==> config.mk <==
export PLATFORM = sky130hd
export DESIGN_NAME = mdu_hilo
export DESIGN_NICKNAME = d
export VERILOG_FILES = /design/src/rtl/mdu_hilo.sv
export SDC_FILE = /design/constraint.sdc
export NUM_CORES = 1
export LEC_CHECK = 0
export CAP_MARGIN = 20
export CORE_ASPECT_RATIO = 0.8
export CORE_MARGIN = 2
export CORE_UTILIZATION = 59
export DETAILED_ROUTE_END_ITERATION = 8
export GPL_TIMING_DRIVEN = 0
export PLACE_DENSITY = 0.91
export SLEW_MARGIN = 20
export SYNTH_ARGS = -nofsm -noshare
export SYNTH_HDL_FRONTEND = slang
export SYNTH_SLANG_ARGS = --single-unit
==> constraint.sdc <==
create_clock -name clk -period 4 [get_ports clk]
set_input_delay 0.8 -clock clk [delete_from_list [all_inputs] [get_ports clk]]
set_output_delay 0.8 -clock clk [all_outputs]
set_load 0.05 [all_outputs]
==> src/rtl/mdu_hilo.sv <==
// Iterative multiply/divide unit owning the HI/LO register pair.
// Radix-2 shift-add multiply and restoring divide, one bit per cycle, then a sign-fix cycle.
module mdu_hilo #(
    parameter int unsigned data_width = 32
) (
    input  logic                  clk,
    input  logic                  rst,
    input  logic                  start,
    input  logic [1:0]            md_op,
    input  logic [data_width-1:0] in_s1,
    input  logic [data_width-1:0] in_s2,
    input  logic                  mthi,
    input  logic                  mtlo,
    input  logic [data_width-1:0] wr_data,
    output logic                  busy,
    output logic                  done,
    output logic                  div_by_zero,
    output logic [data_width-1:0] hi,
    output logic [data_width-1:0] lo
);

    localparam int unsigned W    = data_width;
    localparam int unsigned CntW = (W > 2) ? $clog2(W) : 1;
    localparam logic [CntW-1:0] CntLast = CntW'(W - 1);

    typedef enum logic [1:0] {StIdle, StCalc, StFin} state_e;

    state_e          state_q;
    logic [CntW-1:0] cnt_q;
    logic            div_q;
    logic            neg_res_q;
    logic            neg_rem_q;
    logic            dz_q;
    logic [W-1:0]    a_q;
    logic [W-1:0]    s1_q;
    logic [2*W-1:0]  acc_q;
    logic [W-1:0]    hi_q;
    logic [W-1:0]    lo_q;
    logic            done_q;
    logic            dbz_q;

    logic            op_div;
    logic            op_signed;
    logic [W-1:0]    s1_abs;
    logic [W-1:0]    s2_abs;
    logic [W:0]      mul_sum;
    logic [2*W-1:0]  mul_acc_d;
    logic [W:0]      rem_sh;
    logic [W:0]      rem_diff;
    logic [2*W-1:0]  div_acc_d;
    logic [2*W-1:0]  prod_fix;
    logic [W-1:0]    quo_fix;
    logic [W-1:0]    rem_fix;

    assign op_div    = md_op[1];
    assign op_signed = ~md_op[0];

    always_comb begin
        s1_abs = (op_signed && in_s1[W-1]) ? (~in_s1 + 1'b1) : in_s1;
        s2_abs = (op_signed && in_s2[W-1]) ? (~in_s2 + 1'b1) : in_s2;
    end

    // Multiply: acc = {partial product, remaining multiplier bits}, shifted right each step.
    always_comb begin
        mul_sum   = {1'b0, acc_q[2*W-1:W]} + (acc_q[0] ? {1'b0, a_q} : {(W + 1){1'b0}});
        mul_acc_d = {mul_sum, acc_q[W-1:1]};
    end

    // Divide: acc = {partial remainder, dividend/quotient}, shifted left each step.
    // Bit W of the difference is the borrow: set when the shifted remainder is below the divisor.
    always_comb begin
        rem_sh   = {acc_q[2*W-1:W], acc_q[W-1]};
        rem_diff = rem_sh - {1'b0, a_q};
        if (!rem_diff[W]) begin
            div_acc_d = {rem_diff[W-1:0], acc_q[W-2:0], 1'b1};
        end else begin
            div_acc_d = {rem_sh[W-1:0], acc_q[W-2:0], 1'b0};
        end
    end

    always_comb begin
        prod_fix = neg_res_q ? (~acc_q + 1'b1) : acc_q;
        quo_fix  = neg_res_q ? (~acc_q[W-1:0] + 1'b1) : acc_q[W-1:0];
        rem_fix  = neg_rem_q ? (~acc_q[2*W-1:W] + 1'b1) : acc_q[2*W-1:W];
    end

    always_ff @(posedge clk) begin
        if (rst) begin
            state_q   <= StIdle;
            cnt_q     <= '0;
            div_q     <= 1'b0;
            neg_res_q <= 1'b0;
            neg_rem_q <= 1'b0;
            dz_q      <= 1'b0;
            a_q       <= '0;
            s1_q      <= '0;
            acc_q     <= '0;
            hi_q      <= '0;
            lo_q      <= '0;
            done_q    <= 1'b0;
            dbz_q     <= 1'b0;
        end else begin
            done_q <= 1'b0;
            unique case (state_q)
                StIdle: begin
                    if (start) begin
                        div_q     <= op_div;
                        neg_res_q <= op_signed & (in_s1[W-1] ^ in_s2[W-1]);
                        neg_rem_q <= op_signed & in_s1[W-1];
                        dz_q      <= op_div & (in_s2 == '0);
                        s1_q      <= in_s1;
                        a_q       <= op_div ? s2_abs : s1_abs;
                        acc_q     <= {{W{1'b0}}, (op_div ? s1_abs : s2_abs)};
                        cnt_q     <= '0;
                        dbz_q     <= 1'b0;
                        state_q   <= StCalc;
                    end else begin
                        if (mthi) hi_q <= wr_data;
                        if (mtlo) lo_q <= wr_data;
                    end
                end
                StCalc: begin
                    acc_q <= div_q ? div_acc_d : mul_acc_d;
                    cnt_q <= cnt_q + 1'b1;
                    if (cnt_q == CntLast) begin
                        state_q <= StFin;
                    end
                end
                StFin: begin
                    if (!div_q) begin
                        hi_q <= prod_fix[2*W-1:W];
                        lo_q <= prod_fix[W-1:0];
                    end else if (dz_q) begin
                        hi_q <= s1_q;
                        lo_q <= '1;
                    end else begin
                        hi_q <= rem_fix;
                        lo_q <= quo_fix;
                    end
                    dbz_q   <= div_q & dz_q;
                    done_q  <= 1'b1;
                    state_q <= StIdle;
                end
                default: state_q <= StIdle;
            endcase
        end
    end

    assign busy        = (state_q != StIdle);
    assign done        = done_q;
    assign div_by_zero = dbz_q;
    assign hi          = hi_q;
    assign lo          = lo_q;

endmodule

# Word-level counts from Yosys, hierarchy flattened
# Index checks and enable logic that the tools add are counted.
# word_totals
elab_cells,83
input_bits,103
register_bits,205
output_inout_bits,67
# classes
n_reduce_logical,13
eq_ne,8
n_addsub,8
muxes,30
bitwise,11
# op_table
operator,count
$mux 32,15
$mux 64,4
$add 32x1->32 const B,4
$not 32->32,4
$pmux 32 s2,2
$pmux 64 s2,1
$add 64x1->64 const B,1
$not 64->64,1
$add 32x32->33,1
$sub 33x32->33,1
$logic_not 32->1,1
$ne 2x2->1 const B,5
$pmux 5 s2,1
$reduce_and 2->1,4
$reduce_and 3->1,2
$reduce_bool 2->1,3
$add 5x1->5 const B,1
$eq 5x5->1 const B,1
$mux 5,1
$and 1x1->1,4
$mux 2,2
$pmux 2 s2,1
$eq 2x1->1 const B,1
$eq 2x2->1 const B,1
other kinds (6),8

# Longest topological paths before layout
# Gate-level depths: netlist of the first run.
# depth
ltp_word,6
ltp_mapped,15
mapped_depth_nobuf,14

# Worst setup path after synthesis of the first run
# Ideal clock, no wire load.
# synth_path
path_type,reg-to-reg
start,register acc_q[31]
end,register acc_q[63]
path_stages_with_launch,16
arrival_time_ns,3.246
setup_slack_ns,0.610
setup_time_ns,0.144
period_less_slack_ns,3.390
required_ns,3.856
path_cell_list,dfxtp_1 -> clkbuf_1 -> inv_1 -> ha_1 -> fa_1 -> nand2b_1 -> a21oi_1 -> o21a_1 -> a221oi_2 -> o31ai_4 -> a31oi_2 -> mux2i_2 -> nand2_2 -> buf_6 -> o31ai_1 -> a41oi_1
# synth_via
elab_chain_len,4
# synth_rtl
item,line,text
from (decl),36,logic [2*W-1:0] acc_q;
from (signal assigned),113,"acc_q <= {{W{1'b0}}, (op_div ? s1_abs : s2_abs)};"
from (signal assigned),123,acc_q <= div_q ? div_acc_d : mul_acc_d;
$sub 33x32->33,73,"rem_diff = rem_sh - {1'b0, a_q};"
$mux 64,74,if (!rem_diff[W]) begin
$mux 64,123,
$pmux 64 s2,104,unique case (state_q)
# Every way passes these cells.
# A chain may end at the register's enable or synchronous reset.

# Final worst setup path of the first run
# layout_path
start,register acc_q[32]
end,register acc_q[39]
# layout_via
elab_chain_len,4
word_cells_on_any_way,5
classes_between,add/sub (2); mux (3)
# layout_rtl
item,line
$sub 33x32->33,73
$mux 64,74
$mux 64 (*),123
$pmux 64 s2 (*),104
# Mark *: on every way between the ends. The rest lies on a longest branch, timed or not.

==> results.md, run 1 <==
* Outcome: finished with violations
* Failing checks: design-rule violations
* Kind of critical path: reg2reg
* Maximum net fanout on the critical path at 10
* Routed met2 length at 30.0 mm
* CP max stage delay at approximately 430 ps
* Fill cells at 2,240
* Ys flop type: dfxtp_1
* Met1 Wirelength at between 20 and 30 mm
* Area Growth Syn to Fin at 18.5%
* Yosys cell types at between 80 and 90
* Clock power frac at 0.326
* Slew HR at 0.200
* Synth async-reset ratio at 0
* Die X-Extent at about 190 um
* Hold_ws at 456 ps
* IO Port Bufs at 168
* Die Y at approximately 150 um
* Final-report hold violation count at 0
* Fin crit share at 0.997
* Cell Pwr Density at 352 nW/um^2
* Worst slew pin tran at 1200 ps
* Die area at between 20,000 and 30,000 um^2
* Antenna-violating nets left at 0
* FMAX at roughly 0.25 GHz
* Setup TNS at 0 ps
* Share of Yosys cell area claimed by the top area cell type at 0.249
* Final wirelength at around 78 mm
* Worst vdd rail ir drop at ~0.34 mV
* Most frequent cells in the layout: nand2_1 (298), nor2_1 (251), a21oi_1 (204), dfxtp_1 (201), clkdlybuf4s50_1 (168)
* Logic pwr share at 0.334
* Nets@finish at 2,656
* Clock-pin slew on the worst setup and hold paths at 70 ps
* Clk root buf: clkbuf_16
* Multi-input logic area at around 12,000 um^2
* Drt pass-1 iters at 9
* Max Cap Violations at 0
* Slew Viols, Final at 0
* Initial antenna violation count at 4
* WP data required at 4390 ps
* Commonest non-fill, non-tap cell in the layout: nand2_1
* Mapped Area at 16,500 um^2
* Min cycle time layout at 3990 ps
* Dpl hpwl at 60.1 mm
* Vias in the first global route at 18,600
* Syn nets at 2,456
* Reg power frac at 0.340
* Post-synth EDFFs at 0
* Critical path data arrival time at 4370 ps
* CTS sink cnt at 205
* Initial core utilization at 0.603
* Via/cell ratio at 7.12
* Capturing element type of the critical path: flop
* First-pass GRT wire length at 114 mm
* Sequential area share after synthesis at 0.249
* Gp weighted congestion at 1.11
* Pin count of the biggest net entering global routing at 14
* CTS tree: done
* I/O pin cnt at 170
* Setup WS pre-CTS at -828 ps
* P_int at 0.00423 W
* Crit path cell chain: clkbuf_2, inv_1, fa_1, nand2b_1, a21oi_2, o21a_2, a221oi_4, o31ai_4, a31oi_2, mux2i_4, nand2_4, buf_6, o31ai_1, o21ai_1
* Syn avg cell area at 7.23 um^2
* Synth Instances at roughly 2,300
* Met3 wire len at 14.2 mm
* Max Used Layer: met5
* Synth area leader: dfxtp_1
* Tot GR Track Use at 0.513
* Register area at 4110 um^2
* Rows at 54
* H-tree lvl count at 1
* Fin worst setup slack at 11.8 ps
* Core area at 27,400 um^2
* Layout cell share with drive strength beyond 1 at 0.0437
* Starting DRC count in detailed routing at 3,426
* CTS Buf Count at 23
* Psw at roughly 0.0026 W
* WL per Instance at 27.2 um
* Worst clock skew at 26.7 ps
* Worst-Skew Late Latency at 550 ps
* Vias at 20,400
* HP Class: reg2reg
* Synth top area cells: dfxtp_1 (25%), nand2_1 (6.8%), a21oi_1 (6.3%)
* CP max stage cell: fa_1
* Startpoint Class: flop
* Residual DRC count at 1
* Total of warnings raised by yosys at 0
* Endpoints failing setup at 0
* Yosys reg bits at 205
* CTS Buffer Depth at 3
* P_leak at slightly above 7 nW
* Switch share at 0.384
* Total gr overflow at 0
## kinds of logic after synthesis
group / count (synthesis) / share of synthesized area
XOR/XNOR: 173 / 0.0919
AO/OA/AOI/OAI: 731 / 0.286
AND/OR/NAND/NOR: 808 / 0.224
flip-flops: 205 / 0.249
adder cells (fa/ha/maj): 72 / 0.0555
buffers and inverters: 227 / 0.0540
multiplexers: 65 / 0.0399
## synth_stat cells, drive strengths merged, types with 58 or more instances
library cell,count
dfxtp,205
nor2,254
a21oi,206
xor2,67
o21ai,157
clkbuf,144
ha,70
a211oi,102
mux2i,62
xnor2,106
inv,58
nand2,299
nor3,61
## worst paths after layout
kind | end | slack, ps | cells past startpoint | from
hold reg to reg | a_q[8] | 460 | 2 | a_q[8]
setup / recovery | acc_q[39] | 10 | 14 | acc_q[32]
hold / removal | a_q[8] | 460 | 2 | a_q[8]
setup reg to reg | acc_q[39] | 10 | 14 | acc_q[32]
## registers in the layout, indices dropped and copies added, names as in the netlist
register     cells
hi              32
cnt_q            5
lo              32
div_by_zero      1
a_q             32
div_q            1
s1_q            32
neg_rem_q        1
state_q          2
dz_q             1
neg_res_q        1
done             1
acc_q           64
## power groups by stage
stage	registers, W	logic (W)	clock network, W
after floorplan	0.00244	0.00126	0
after global placement	0.00235	0.00209	0
after detailed placement	0.00235	0.00213	0
after CTS	0.00232	0.00215	0.00218
after global routing	0.00233	0.00240	0.00226
final	0.00233	0.00230	0.00224
## timing repair
action | in CTS | in global routing
endpoints found under the hold margin | 0 | 0
pin swaps | 1 | 3
hold buffers | 0 | 0
buffers inserted | 1 | 8
setup endpoints to repair | 35 | 22
gates resized for setup | 11 | 16
## metal layers
metal,vias up,global-route usage
met5,-,0
met4,2,0.275
met3,426,0.222
met2,1943,0.709
met1,9308,0.669
li1,8678,-
## stage by stage
stage / power (W) / utilization / instance area [um^2] / cells
2_1_floorplan: 0.00370 / - / 16500 / 2281
3_3_place_gp: 0.00444 / 0.681 / 18600 / 2813
3_5_place_dp: 0.00449 / 0.681 / 18600 / 2813
4_1_cts: 0.00665 / 0.709 / 19400 / 2851
5_1_grt: 0.00699 / 0.714 / 19500 / 2859
6_report: 0.00687 / 0.714 / 19500 / 2861
## worst max-delay path: cells and delay by family (launching register included)
kind / cells / cell delay [ps]
buffers and inverters: 3 / 620
DFF: 1 / 400
AOI/OAI and AO/OA: 7 / 1550
muxes: 1 / 360
and+or+nand+nor: 2 / 440
adders and majority gates: 1 / 430
## final cells by class
cell class / count / area share
Antenna cell: 2 / 0.000256
Buffer: 165 / 0.0339
Clock buffer: 28 / 0.0309
Clock inverter: 11 / 0.00730
Inverter: 60 / 0.0115
Multi-Input combinational cell: 1849 / 0.593
Sequential cell: 205 / 0.210
Tap cell: 364 / 0.0233
Timing Repair Buffer: 177 / 0.0895
Note: power is estimated with default switching activity, not from simulation.
==> run 2: changes to the inputs <==
--- a/config.mk
+++ b/config.mk
@@ -12,6 +12,7 @@
 export DETAILED_ROUTE_END_ITERATION = 8
 export GPL_TIMING_DRIVEN = 0
 export PLACE_DENSITY = 0.91
+export REMOVE_ABC_BUFFERS = 1
 export SLEW_MARGIN = 20
 export SYNTH_ARGS = -nofsm -noshare
 export SYNTH_HDL_FRONTEND = slang
==> constraint.sdc (replaced) <==
create_clock -name clk -period 3.7 [get_ports clk]
set_input_delay 0.74 -clock clk [delete_from_list [all_inputs] [get_ports clk]]
set_output_delay 0.74 -clock clk [all_outputs]
set_load 0.05 [all_outputs]
==> results.md, run 2 (synthesis gave the netlist of run 1 again) <==
* Outcome: completed
* Slew HR at 0.288
* Initial core utilization at 0.603
* HP Class: reg2reg
* Critical path data arrival time at 3990 ps
* Psw at between 0.002 and 0.003 W
* Nets@finish at roughly 2,500
* Dpl hpwl at ~43 mm
* Tot GR Track Use at 0.400
* Clock power frac at 0.338
* Max Cap Violations at 0
* FMAX at 0.276 GHz
* Final-report hold violation count at 0
* Ant diodes at 0
* DP Area at around 18,000 um^2
* P_int at 0.00469 W
* Die area at 29,300 um^2
* Setup WS pre-CTS at -956 ps
* IO Port Bufs at 169
* Vias at 18,500
* Fin worst setup slack at 71.2 ps
* First-pass GRT wire length at 94.1 mm
* Maximum net fanout on the critical path at 5
* CTS Buf Count at 23
* Hold Buf Count CTS at 0
* I/O pin cnt at 170
* Clock-pin slew on the worst setup and hold paths at approximately 70 ps
* Pin count of the biggest net entering global routing at 99
* Gp weighted congestion at 1.02
* Most frequent cells in the layout: nand2_1 (298), nor2_1 (245), a21oi_1 (202), dfxtp_1 (192), clkdlybuf4s50_1 (165)
* Startpoint Class: input pin
* Layout Utilization at 0.713
* Final total power at 0.00728 W
* Core area at approximately 27,000 um^2
* Slew Viols, Final at 0
* Drt pass-1 iters at 6
* WL per Instance at approximately 22 um
* Residual DRC count at 0
* CTS tree: done
* Largest register by flop count: acc_q
* Capturing element type of the critical path: flop
* Clk root buf: clkbuf_16
* Endpoints failing setup at 0
* Worst slew pin tran at between 1000 and 1500 ps
* CTS sink cnt at 205
* Initial antenna violation count at 0
* Final wirelength at 60.7 mm
* Via/cell ratio at 6.79
* Min cycle time layout at 3630 ps
* Worst vdd rail ir drop at 0.322 mV
* Max reg flops at 64
* Total gr overflow at 0
* Reg power frac at 0.350
* Die Y at 154 um
* H-tree lvl count at 1
* Kind of critical path: in2reg
* Cell Pwr Density at 373 nW/um^2
* Fin crit share at 0.981
* Layout cell share with drive strength beyond 1 at 0.0665
* Antenna-violating nets left at 0
* P_leak at 7.17 nW
* CTS Buffer Depth at 3
* Die X-Extent at 191 um
* Commonest non-fill, non-tap cell in the layout: nand2_1
* Worst-Skew Late Latency at 520 ps
* WP data required at 4060 ps
* Logic pwr share at 0.312
* Worst clock skew at 14.8 ps
* Switch share at 0.355
* Area Growth Syn to Fin at 18.4%
* Starting DRC count in detailed routing at 2,674
* Post-route cell area at 19,500 um^2
* Vias in the first global route at 17,200
* Setup TNS at 0 ps
* Rows at 54
run 2: cell types whose count changed in the layout (fill, tap and decap cells not counted), sizes merged:
| cell | change |
|---|---|
| clkbuf | -140 |
| buf | +5 |
| clkdlybuf4s50 | -3 |
| clkinv | -2 |
| clkinvlp | +2 |
| diode | -2 |
| dlymetal6s2s | +2 |
| inv | -2 |
| bufinv | +1 |
| nand4 | +1 |
| nor2 | +1 |
run 2: timing repair:
item / 4_1_cts / 5_1_grt
resized for setup: 18 / 27
hold endpoints to repair: 0 / 0
setup buffers: 6 / 14
endpoints found under the setup margin: 41 / 46
cloned: 2 / 1
pin swaps: 4 / 9
run 2: layer usage:
metal,global-route usage,share of wire,vias up
li1,-,-,8368
met1,0.545,0.40,8641
met2,0.598,0.42,1258
met3,0.0842,0.12,227
met4,0.199,0.057,0
met5,0,0,-
run 2: final timing paths:
check / from / endpoint / slack (ps) / depth (start not counted)
setup / recovery: in_s2[7] / acc_q[29] / 70 / 10
hold / removal: a_q[3] / a_q[3] / 450 / 2
setup reg to reg: acc_q[0] / acc_q[61] / 70 / 15
hold reg to reg: a_q[3] / a_q[3] / 450 / 2
run 2: worst max-delay path: stages:
cell	delay, ps
clkdlybuf4s50_1	500
or4_1	580
nor4_2	470
nand2_1	270
nor3_2	330
and2_1	290
a21oi_1	110
xor2_1	200
a21oi_1	290
o221ai_1	210
run 2: power by group through the flow:
stage                     sequential [W]  clock (W)  combinational, W
final                            0.00254    0.00246           0.00227
after global routing             0.00256    0.00254           0.00243
after CTS                        0.00254    0.00244           0.00216
after detailed placement         0.00258          0           0.00211
after global placement           0.00259          0           0.00203
after floorplan                  0.00269          0           0.00123
run 2: through the flow:
step                hold slack (ps)  std cells
global placement                442       2647
floorplan                       424       2114
CTS                             454       2709
detailed placement              445       2662
finish                          452       2724
global route                    473       2724
run 2: cell type report:
class | instances | area [um^2]
Multi-Input combinational cell | 1851 | 11700
Fill cell | 2194 | 7840
Sequential cell | 205 | 4130
Timing Repair Buffer | 204 | 2200
Clock buffer | 30 | 632
Tap cell | 364 | 455
Inverter | 60 | 230
Clock inverter | 9 | 150
Timing Repair inverter | 1 | 7.51
